===== config.mk =====
export PLATFORM = sky130hd
export DESIGN_NAME = ctrl_pipe_hazard_flat
export DESIGN_NICKNAME = d
export VERILOG_FILES = /design/src/rtl/ctrl_pipe_hazard_if.sv /design/src/rtl/ctrl_pipe_hazard.sv /design/src/flat_wrapper.sv
export SDC_FILE = /design/constraint.sdc
export NUM_CORES = 1
export LEC_CHECK = 0
export CORE_UTILIZATION = 45
export CTS_BUF_LIST = sky130_fd_sc_hd__clkbuf_16
export DETAILED_ROUTE_END_ITERATION = 16
export GPL_TIMING_DRIVEN = 0
export HOLD_SLACK_MARGIN = 0.12
export PLACE_DENSITY = 0.79
export RECOVER_POWER = 25
export SETUP_SLACK_MARGIN = 0.1
export SLEW_MARGIN = 20
export SYNTH_ARGS = -nofsm -noshare
export SYNTH_HDL_FRONTEND = slang
export SYNTH_SLANG_ARGS = --single-unit

===== constraint.sdc =====
create_clock -name clk_i -period 4.4 [get_ports clk_i]
set_input_delay 0.44 -clock clk_i [delete_from_list [all_inputs] [get_ports clk_i]]
set_output_delay 0.44 -clock clk_i [all_outputs]
set_load 0.03 [all_outputs]

===== src/rtl/ctrl_pipe_hazard_if.sv =====
// ID-stage control inputs and EX/MEM/WB control outputs of the hazard/forwarding pipe.
// master = decoder/datapath side, slave = ctrl_pipe_hazard.
interface ctrl_pipe_hazard_if #(
    parameter int REG_ADDR_W = 5,
    parameter int ALUOP_W    = 2
);
    logic                  RegDst_i;
    logic [ALUOP_W-1:0]    ALUOp_i;
    logic                  ALUSrc_i;
    logic                  RegWrite_i;
    logic                  MemToReg_i;
    logic                  MemWrite_i;
    logic                  IsBranch_i;
    logic                  BranchEq_i;
    logic [REG_ADDR_W-1:0] IdRs_i;
    logic [REG_ADDR_W-1:0] IdRt_i;
    logic [REG_ADDR_W-1:0] IdRd_i;

    logic [ALUOP_W-1:0]    ExALUOp_o;
    logic                  ExALUSrc_o;
    logic [REG_ADDR_W-1:0] ExRs_o;
    logic [REG_ADDR_W-1:0] ExRt_o;
    logic [1:0]            ForwardA_o;
    logic [1:0]            ForwardB_o;
    logic                  MemWrite_o;
    logic                  MemRead_o;
    logic                  WbRegWrite_o;
    logic                  WbMemToReg_o;
    logic [REG_ADDR_W-1:0] WbDst_o;
    logic                  Stall_o;
    logic                  Flush_o;

    modport master (
        output RegDst_i, ALUOp_i, ALUSrc_i, RegWrite_i, MemToReg_i, MemWrite_i,
               IsBranch_i, BranchEq_i, IdRs_i, IdRt_i, IdRd_i,
        input  ExALUOp_o, ExALUSrc_o, ExRs_o, ExRt_o, ForwardA_o, ForwardB_o,
               MemWrite_o, MemRead_o, WbRegWrite_o, WbMemToReg_o, WbDst_o,
               Stall_o, Flush_o
    );

    modport slave (
        input  RegDst_i, ALUOp_i, ALUSrc_i, RegWrite_i, MemToReg_i, MemWrite_i,
               IsBranch_i, BranchEq_i, IdRs_i, IdRt_i, IdRd_i,
        output ExALUOp_o, ExALUSrc_o, ExRs_o, ExRt_o, ForwardA_o, ForwardB_o,
               MemWrite_o, MemRead_o, WbRegWrite_o, WbMemToReg_o, WbDst_o,
               Stall_o, Flush_o
    );
endinterface


===== src/rtl/ctrl_pipe_hazard.sv =====
// Control pipe ID/EX -> EX/MEM -> MEM/WB with load-use/branch stall, flush and EX forwarding; EX +1, MEM +2, WB +3.
// Stall_o holds PC and IF/ID and injects a bubble into ID/EX; later stages always advance.
module ctrl_pipe_hazard #(
    parameter int REG_ADDR_W = 5,
    parameter int ALUOP_W    = 2
) (
    input  logic              clk_i,
    input  logic              rst_i,
    ctrl_pipe_hazard_if.slave bus
);

    typedef struct packed {
        logic [ALUOP_W-1:0]    aluop;
        logic                  alusrc;
        logic                  we;
        logic                  ld;
        logic                  st;
        logic [REG_ADDR_W-1:0] dst;
        logic [REG_ADDR_W-1:0] rs;
        logic [REG_ADDR_W-1:0] rt;
    } idex_t;

    typedef struct packed {
        logic                  we;
        logic                  ld;
        logic                  st;
        logic [REG_ADDR_W-1:0] dst;
    } exmem_t;

    typedef struct packed {
        logic                  we;
        logic                  ld;
        logic [REG_ADDR_W-1:0] dst;
    } memwb_t;

    idex_t  ex_q,  ex_d;
    exmem_t mem_q, mem_d;
    memwb_t wb_q,  wb_d;

    logic [REG_ADDR_W-1:0] id_dst;
    logic ex_hit, mem_hit;
    logic mem_we_eff, wb_we_eff;
    logic ld_use, br_haz, stall;

    assign id_dst = bus.RegDst_i ? bus.IdRd_i : bus.IdRt_i;

    // Register 0 is hardwired, so it never creates a dependency.
    assign ex_hit  = (ex_q.dst  != '0) && ((ex_q.dst  == bus.IdRs_i) || (ex_q.dst  == bus.IdRt_i));
    assign mem_hit = (mem_q.dst != '0) && ((mem_q.dst == bus.IdRs_i) || (mem_q.dst == bus.IdRt_i));

    assign mem_we_eff = mem_q.we && (mem_q.dst != '0);
    assign wb_we_eff  = wb_q.we  && (wb_q.dst  != '0);

    assign ld_use = ex_q.ld && ex_hit;
    assign br_haz = bus.IsBranch_i && ((ex_q.we && ex_hit) || (mem_q.ld && mem_hit));
    assign stall  = !rst_i && (ld_use || br_haz);

    always_comb begin
        ex_d = '0;
        if (!stall) begin
            ex_d.aluop  = bus.ALUOp_i;
            ex_d.alusrc = bus.ALUSrc_i;
            ex_d.we     = bus.RegWrite_i && !bus.IsBranch_i;
            ex_d.ld     = bus.MemToReg_i;
            ex_d.st     = bus.MemWrite_i && !bus.IsBranch_i;
            ex_d.dst    = id_dst;
            ex_d.rs     = bus.IdRs_i;
            ex_d.rt     = bus.IdRt_i;
        end

        mem_d     = '0;
        mem_d.we  = ex_q.we;
        mem_d.ld  = ex_q.ld;
        mem_d.st  = ex_q.st;
        mem_d.dst = ex_q.dst;

        wb_d      = '0;
        wb_d.we   = mem_q.we;
        wb_d.ld   = mem_q.ld;
        wb_d.dst  = mem_q.dst;
    end

    always_ff @(posedge clk_i) begin
        if (rst_i) begin
            ex_q  <= '0;
            mem_q <= '0;
            wb_q  <= '0;
        end else begin
            ex_q  <= ex_d;
            mem_q <= mem_d;
            wb_q  <= wb_d;
        end
    end

    // The younger result in EX/MEM wins over MEM/WB.
    always_comb begin
        bus.ForwardA_o = 2'b00;
        if (mem_we_eff && (mem_q.dst == ex_q.rs))
            bus.ForwardA_o = 2'b10;
        else if (wb_we_eff && (wb_q.dst == ex_q.rs))
            bus.ForwardA_o = 2'b01;

        bus.ForwardB_o = 2'b00;
        if (mem_we_eff && (mem_q.dst == ex_q.rt))
            bus.ForwardB_o = 2'b10;
        else if (wb_we_eff && (wb_q.dst == ex_q.rt))
            bus.ForwardB_o = 2'b01;
    end

    assign bus.ExALUOp_o    = ex_q.aluop;
    assign bus.ExALUSrc_o   = ex_q.alusrc;
    assign bus.ExRs_o       = ex_q.rs;
    assign bus.ExRt_o       = ex_q.rt;
    assign bus.MemWrite_o   = mem_q.st;
    assign bus.MemRead_o    = mem_q.ld;
    assign bus.WbRegWrite_o = wb_q.we;
    assign bus.WbMemToReg_o = wb_q.ld;
    assign bus.WbDst_o      = wb_q.dst;
    assign bus.Stall_o      = stall;
    assign bus.Flush_o      = !rst_i && bus.IsBranch_i && bus.BranchEq_i && !stall;

endmodule

===== src/flat_wrapper.sv =====
// flat-port wrapper written by rule: the top's interface ports become plain ports
module ctrl_pipe_hazard_flat 
#(
    parameter int REG_ADDR_W = 5,
    parameter int ALUOP_W    = 2
)
  (clk_i, rst_i, bus_RegDst_i, bus_ALUOp_i, bus_ALUSrc_i, bus_RegWrite_i, bus_MemToReg_i, bus_MemWrite_i, bus_IsBranch_i, bus_BranchEq_i, bus_IdRs_i, bus_IdRt_i, bus_IdRd_i, bus_ExALUOp_o, bus_ExALUSrc_o, bus_ExRs_o, bus_ExRt_o, bus_ForwardA_o, bus_ForwardB_o, bus_MemWrite_o, bus_MemRead_o, bus_WbRegWrite_o, bus_WbMemToReg_o, bus_WbDst_o, bus_Stall_o, bus_Flush_o);
  ctrl_pipe_hazard_if #(.REG_ADDR_W(REG_ADDR_W), .ALUOP_W(ALUOP_W)) bus_i ();
  input  logic clk_i;
  input  logic rst_i;
  input wire logic [$bits(bus_i.RegDst_i)-1:0] bus_RegDst_i;
  input wire logic [$bits(bus_i.ALUOp_i)-1:0] bus_ALUOp_i;
  input wire logic [$bits(bus_i.ALUSrc_i)-1:0] bus_ALUSrc_i;
  input wire logic [$bits(bus_i.RegWrite_i)-1:0] bus_RegWrite_i;
  input wire logic [$bits(bus_i.MemToReg_i)-1:0] bus_MemToReg_i;
  input wire logic [$bits(bus_i.MemWrite_i)-1:0] bus_MemWrite_i;
  input wire logic [$bits(bus_i.IsBranch_i)-1:0] bus_IsBranch_i;
  input wire logic [$bits(bus_i.BranchEq_i)-1:0] bus_BranchEq_i;
  input wire logic [$bits(bus_i.IdRs_i)-1:0] bus_IdRs_i;
  input wire logic [$bits(bus_i.IdRt_i)-1:0] bus_IdRt_i;
  input wire logic [$bits(bus_i.IdRd_i)-1:0] bus_IdRd_i;
  output wire logic [$bits(bus_i.ExALUOp_o)-1:0] bus_ExALUOp_o;
  output wire logic [$bits(bus_i.ExALUSrc_o)-1:0] bus_ExALUSrc_o;
  output wire logic [$bits(bus_i.ExRs_o)-1:0] bus_ExRs_o;
  output wire logic [$bits(bus_i.ExRt_o)-1:0] bus_ExRt_o;
  output wire logic [$bits(bus_i.ForwardA_o)-1:0] bus_ForwardA_o;
  output wire logic [$bits(bus_i.ForwardB_o)-1:0] bus_ForwardB_o;
  output wire logic [$bits(bus_i.MemWrite_o)-1:0] bus_MemWrite_o;
  output wire logic [$bits(bus_i.MemRead_o)-1:0] bus_MemRead_o;
  output wire logic [$bits(bus_i.WbRegWrite_o)-1:0] bus_WbRegWrite_o;
  output wire logic [$bits(bus_i.WbMemToReg_o)-1:0] bus_WbMemToReg_o;
  output wire logic [$bits(bus_i.WbDst_o)-1:0] bus_WbDst_o;
  output wire logic [$bits(bus_i.Stall_o)-1:0] bus_Stall_o;
  output wire logic [$bits(bus_i.Flush_o)-1:0] bus_Flush_o;
  assign bus_i.RegDst_i = bus_RegDst_i;
  assign bus_i.ALUOp_i = bus_ALUOp_i;
  assign bus_i.ALUSrc_i = bus_ALUSrc_i;
  assign bus_i.RegWrite_i = bus_RegWrite_i;
  assign bus_i.MemToReg_i = bus_MemToReg_i;
  assign bus_i.MemWrite_i = bus_MemWrite_i;
  assign bus_i.IsBranch_i = bus_IsBranch_i;
  assign bus_i.BranchEq_i = bus_BranchEq_i;
  assign bus_i.IdRs_i = bus_IdRs_i;
  assign bus_i.IdRt_i = bus_IdRt_i;
  assign bus_i.IdRd_i = bus_IdRd_i;
  assign bus_ExALUOp_o = bus_i.ExALUOp_o;
  assign bus_ExALUSrc_o = bus_i.ExALUSrc_o;
  assign bus_ExRs_o = bus_i.ExRs_o;
  assign bus_ExRt_o = bus_i.ExRt_o;
  assign bus_ForwardA_o = bus_i.ForwardA_o;
  assign bus_ForwardB_o = bus_i.ForwardB_o;
  assign bus_MemWrite_o = bus_i.MemWrite_o;
  assign bus_MemRead_o = bus_i.MemRead_o;
  assign bus_WbRegWrite_o = bus_i.WbRegWrite_o;
  assign bus_WbMemToReg_o = bus_i.WbMemToReg_o;
  assign bus_WbDst_o = bus_i.WbDst_o;
  assign bus_Stall_o = bus_i.Stall_o;
  assign bus_Flush_o = bus_i.Flush_o;
  ctrl_pipe_hazard #(.REG_ADDR_W(REG_ADDR_W), .ALUOP_W(ALUOP_W)) u_core (.clk_i(clk_i), .rst_i(rst_i), .bus(bus_i));
endmodule

==> results.toml, run 1 <==
[detailed_routing]
first_iter_violations = 42
routedWlPerCell_um = 13.2
num_vias = 1330
first_pass_iters = 4
postRouteAntennaNets = 0
routed_wl_um = 3670
via_per_inst = 4.80
drc = 0

[flow_run]
timing.max_cap.violations = 0

[min_path]
whs_path_depth = 1
min_to = "u_core.bus.MemWrite_o"
holdCritPathClass = "reg2reg"
worstHoldStart = "u_core.ex_q[15]"

[global_routing]
grt_pass1_wl_um = 6130
use_met1_pct = 21.8
grt_max_degree = 12
first_global_vias = 1301
grt.busiest_layer = "met2"
grt_util_met3_pct = 6.16
track_usage_pct = 20.4
overflow = 0
antenna_found_initial = 0
gr-usage-met2_pct = 37.5

[sta]
worst_slew_margin_rel_pct = 67.9
hold_viol_final = 0
fin_crit_ns = 3.20
max_freq_mhz = 312
setup_tns_ns = 0
rsz0062_at_grt = "no"
fin_crit_sh_pct = 72.7
drv_slew = 0
setup_viol_count_final = 0
skew_ns = 0.00131
holdWs_ns = 0.443
worst_slew_pin_slew_ns = 0.482

[worst_setup_path]
cp_cell_sequence = "clkdlybuf4s50_1 > xnor2_1 > nand3_1 > o22ai_1 > a221oi_4 > buf_4 > and3_1 > clkdlybuf4s50_1"
cp-end-kind = "output pin"
r2r-start = "u_core.mem_q[3]"
cp_max_fo = 10
required_ns = 3.96
r2r_cells = 7
critical-path-max-stage-delay_ns = 0.67
reg2reg_to = "u_core.bus.ExRs_o[4]"
critPathLaunchType = "input port"
crit_type = "in2out"
worstPathArrival_ns = 2.76
critPathMostFrequentCell = "clkdlybuf4s50_1"
r2r_slack_ns = 2.69
slowest_stage = "clkdlybuf4s50_1"

[clocking]
cts_setup_buffers = 0
clock-root-buffer = "clkbuf_16"
ctsResizeCount = 0
cts_tree = "done"
cts_buffers = 5
clkLatencyLatePin_ns = 0.28
cts_sinks = 36
cts_hold_buf = 0
htreeDepth = 2
clkTransAtPathRegs_ns = 0.05
clock_path_buffers = 2

[yosys]
netlist_top_cells_count = "dfxtp_1 (36), xnor2_1 (26), nor2b_1 (20)"
synth_top_area_share_pct = 42.4
yosys_warnings = 0
yosysTopAreaCell = "dfxtp_1"
netlist_area_um2 = 1700
synth-main-ff-cell = "dfxtp_1"
yosysMostFrequentCell = "dfxtp_1"
ys_top_cells_by_area = "dfxtp_1 (42%), xnor2_1 (13%), nor2b_1 (7.4%)"
synth_edf_count = 0
yosysUniqueCellTypes = 26
syn_nets = 197
async_reset_ff_share_pct = 0
syn_avg_cell_area_um2 = 9.93
syn_inst = 171
yosys_register_bits = 36
synth-seq-area-share_pct = 42.4

[pwr]
p_per_area_nw_per_um2 = 369
irDropWorstVdd_v = 0.000199
p_leak_nw = 1.01

[cells_and_area]
n_fill_cell = 286
drive_gt1_share_pct = 12.6
fin_nets = 256
n_antenna_cell = 0
area_growth_pct = 43.7

[status]
status = "finished, final reports clean"

[placement]
gp_congestion = 0.804
hpwlAfterDp_um = 2840
portBuffers = 52

[floorplan]
ioPinCount = 54
fp.dieArea_um2 = 4020
initial_core_util_pct = 49.0
rows = 21
die_h_um = 63.4
die_x_um = 63.4
core_um2 = 3470
-- worst max-delay path, delay by kind of cell --
kind | cells | cell delay [ns]
XOR/XNOR | 1 | 0.19
AND/OR/NAND/NOR | 2 | 0.23
AO/OA/AOI/OAI | 2 | 0.49
buffers and inverters | 3 | 1.41
-- layer usage --
metal | share of wire [%] | up-vias
met1 | 40 | 612
met2 | 52 | 53
met5 | 0 | -
met3 | 6.2 | 6
li1 | - | 659
met4 | 1.3 | 0
-- how the worst max path moves through the flow --
stage,from,endpoint,cells past startpoint
5_1_grt,bus_IdRt_i[1],bus_Flush_o,8
6_report,bus_IdRt_i[1],bus_Flush_o,8
2_1_floorplan,u_core.bus.WbDst_o[0],bus_ForwardA_o[0],4
4_1_cts,bus_IdRt_i[1],bus_Flush_o,8
3_5_place_dp,bus_IdRt_i[1],bus_Flush_o,8
3_3_place_gp,bus_IdRt_i[4],bus_Flush_o,8
-- cell usage in the layout (no fill, tap or decap), types with 2 or more instances in the layout --
master,instances
clkdlybuf4s50_1,50
xnor2_1,26
buf_2,5
nand2_1,6
o22ai_1,2
buf_4,13
dlygate4sd3_1,2
nor4_1,4
nor2_1,3
or4_1,3
dfxtp_1,36
a21oi_1,2
mux2i_1,5
nor2b_1,20
xor2_1,14
nand3_1,6
clkbuf_16,5
and2_1,14
and3b_1,2
-- through the flow --
step | std cells | utilization, % | instance area [um2] | worst slack, ns | total power [mW]
2_1_floorplan | 171 | - | 1700 | 1.75 | 0.456
3_3_place_gp | 269 | 65.6 | 2280 | 1.27 | 0.512
3_5_place_dp | 269 | 65.6 | 2280 | 1.23 | 0.517
4_1_cts | 277 | 70.3 | 2440 | 1.21 | 0.907
5_1_grt | 277 | 70.3 | 2440 | 1.06 | 0.934
6_report | 277 | 70.3 | 2440 | 1.20 | 0.900
-- power breakdown --
group	internal (mW)	total [mW]	switching [mW]
combinational	0.0829	0.152	0.0692
sequential	0.343	0.358	0.0148
clock	0.264	0.390	0.127
total	0.690	0.900	0.211
-- final cells by class --
| cell class | instances | area (um2) | share of cell area (%) |
|---|---|---|---|
| well taps | 46 | 57.6 | 2.36 |
| clock inverters | 3 | 38.8 | 1.59 |
| repair buffers | 52 | 520 | 21.3 |
| plain buffers | 21 | 141 | 5.79 |
| multi-input cells | 114 | 836 | 34.3 |
| flip-flops and latches | 36 | 721 | 29.5 |
| clock buffers | 5 | 125 | 5.13 |
-- sequential cells by signal, indices dropped and copies added (netlist names) --
name	cells
u_core.bus.ExALUSrc_o	1
u_core.bus.WbMemToReg_o	1
u_core.mem_q	6
u_core.bus.WbDst_o	5
u_core.bus.ExALUOp_o	2
u_core.bus.MemWrite_o	1
u_core.bus.MemRead_o	1
u_core.bus.WbRegWrite_o	1
u_core.ex_q	8
u_core.bus.ExRt_o	5
u_core.bus.ExRs_o	5
-- cells by family (layout without fill, tap and decap cells) --
group           after synthesis  in the layout  share of synthesized area, %
compound gates                7              7                          3.61
xor+xnor                     40             40                          20.6
buf+inv                      21             81                          8.33
flops                        36             36                          42.4
mux                           5              5                          2.95
simple gates                 62             62                          22.0
No activity file was read; power rests on OpenSTA's default activity.
==> run 2, diff against run 1 <==
clock period = 3.2 ns   (was 4.4 ns; I/O delays follow)
==> results of run 2 <==
Same layout as run 1 (identical final DEF). Status: finished, final reports clean.
Main changes from that run: setup slack after placement 1.23 ns -> 0.272 ns; setup slack after layout 1.20 ns -> 0.239 ns; register-to-register setup slack 2.69 ns -> 1.49 ns; total power 0.900 mW -> 1.24 mW; worst IR drop on VDD 0.000199 V -> 0.000274 V
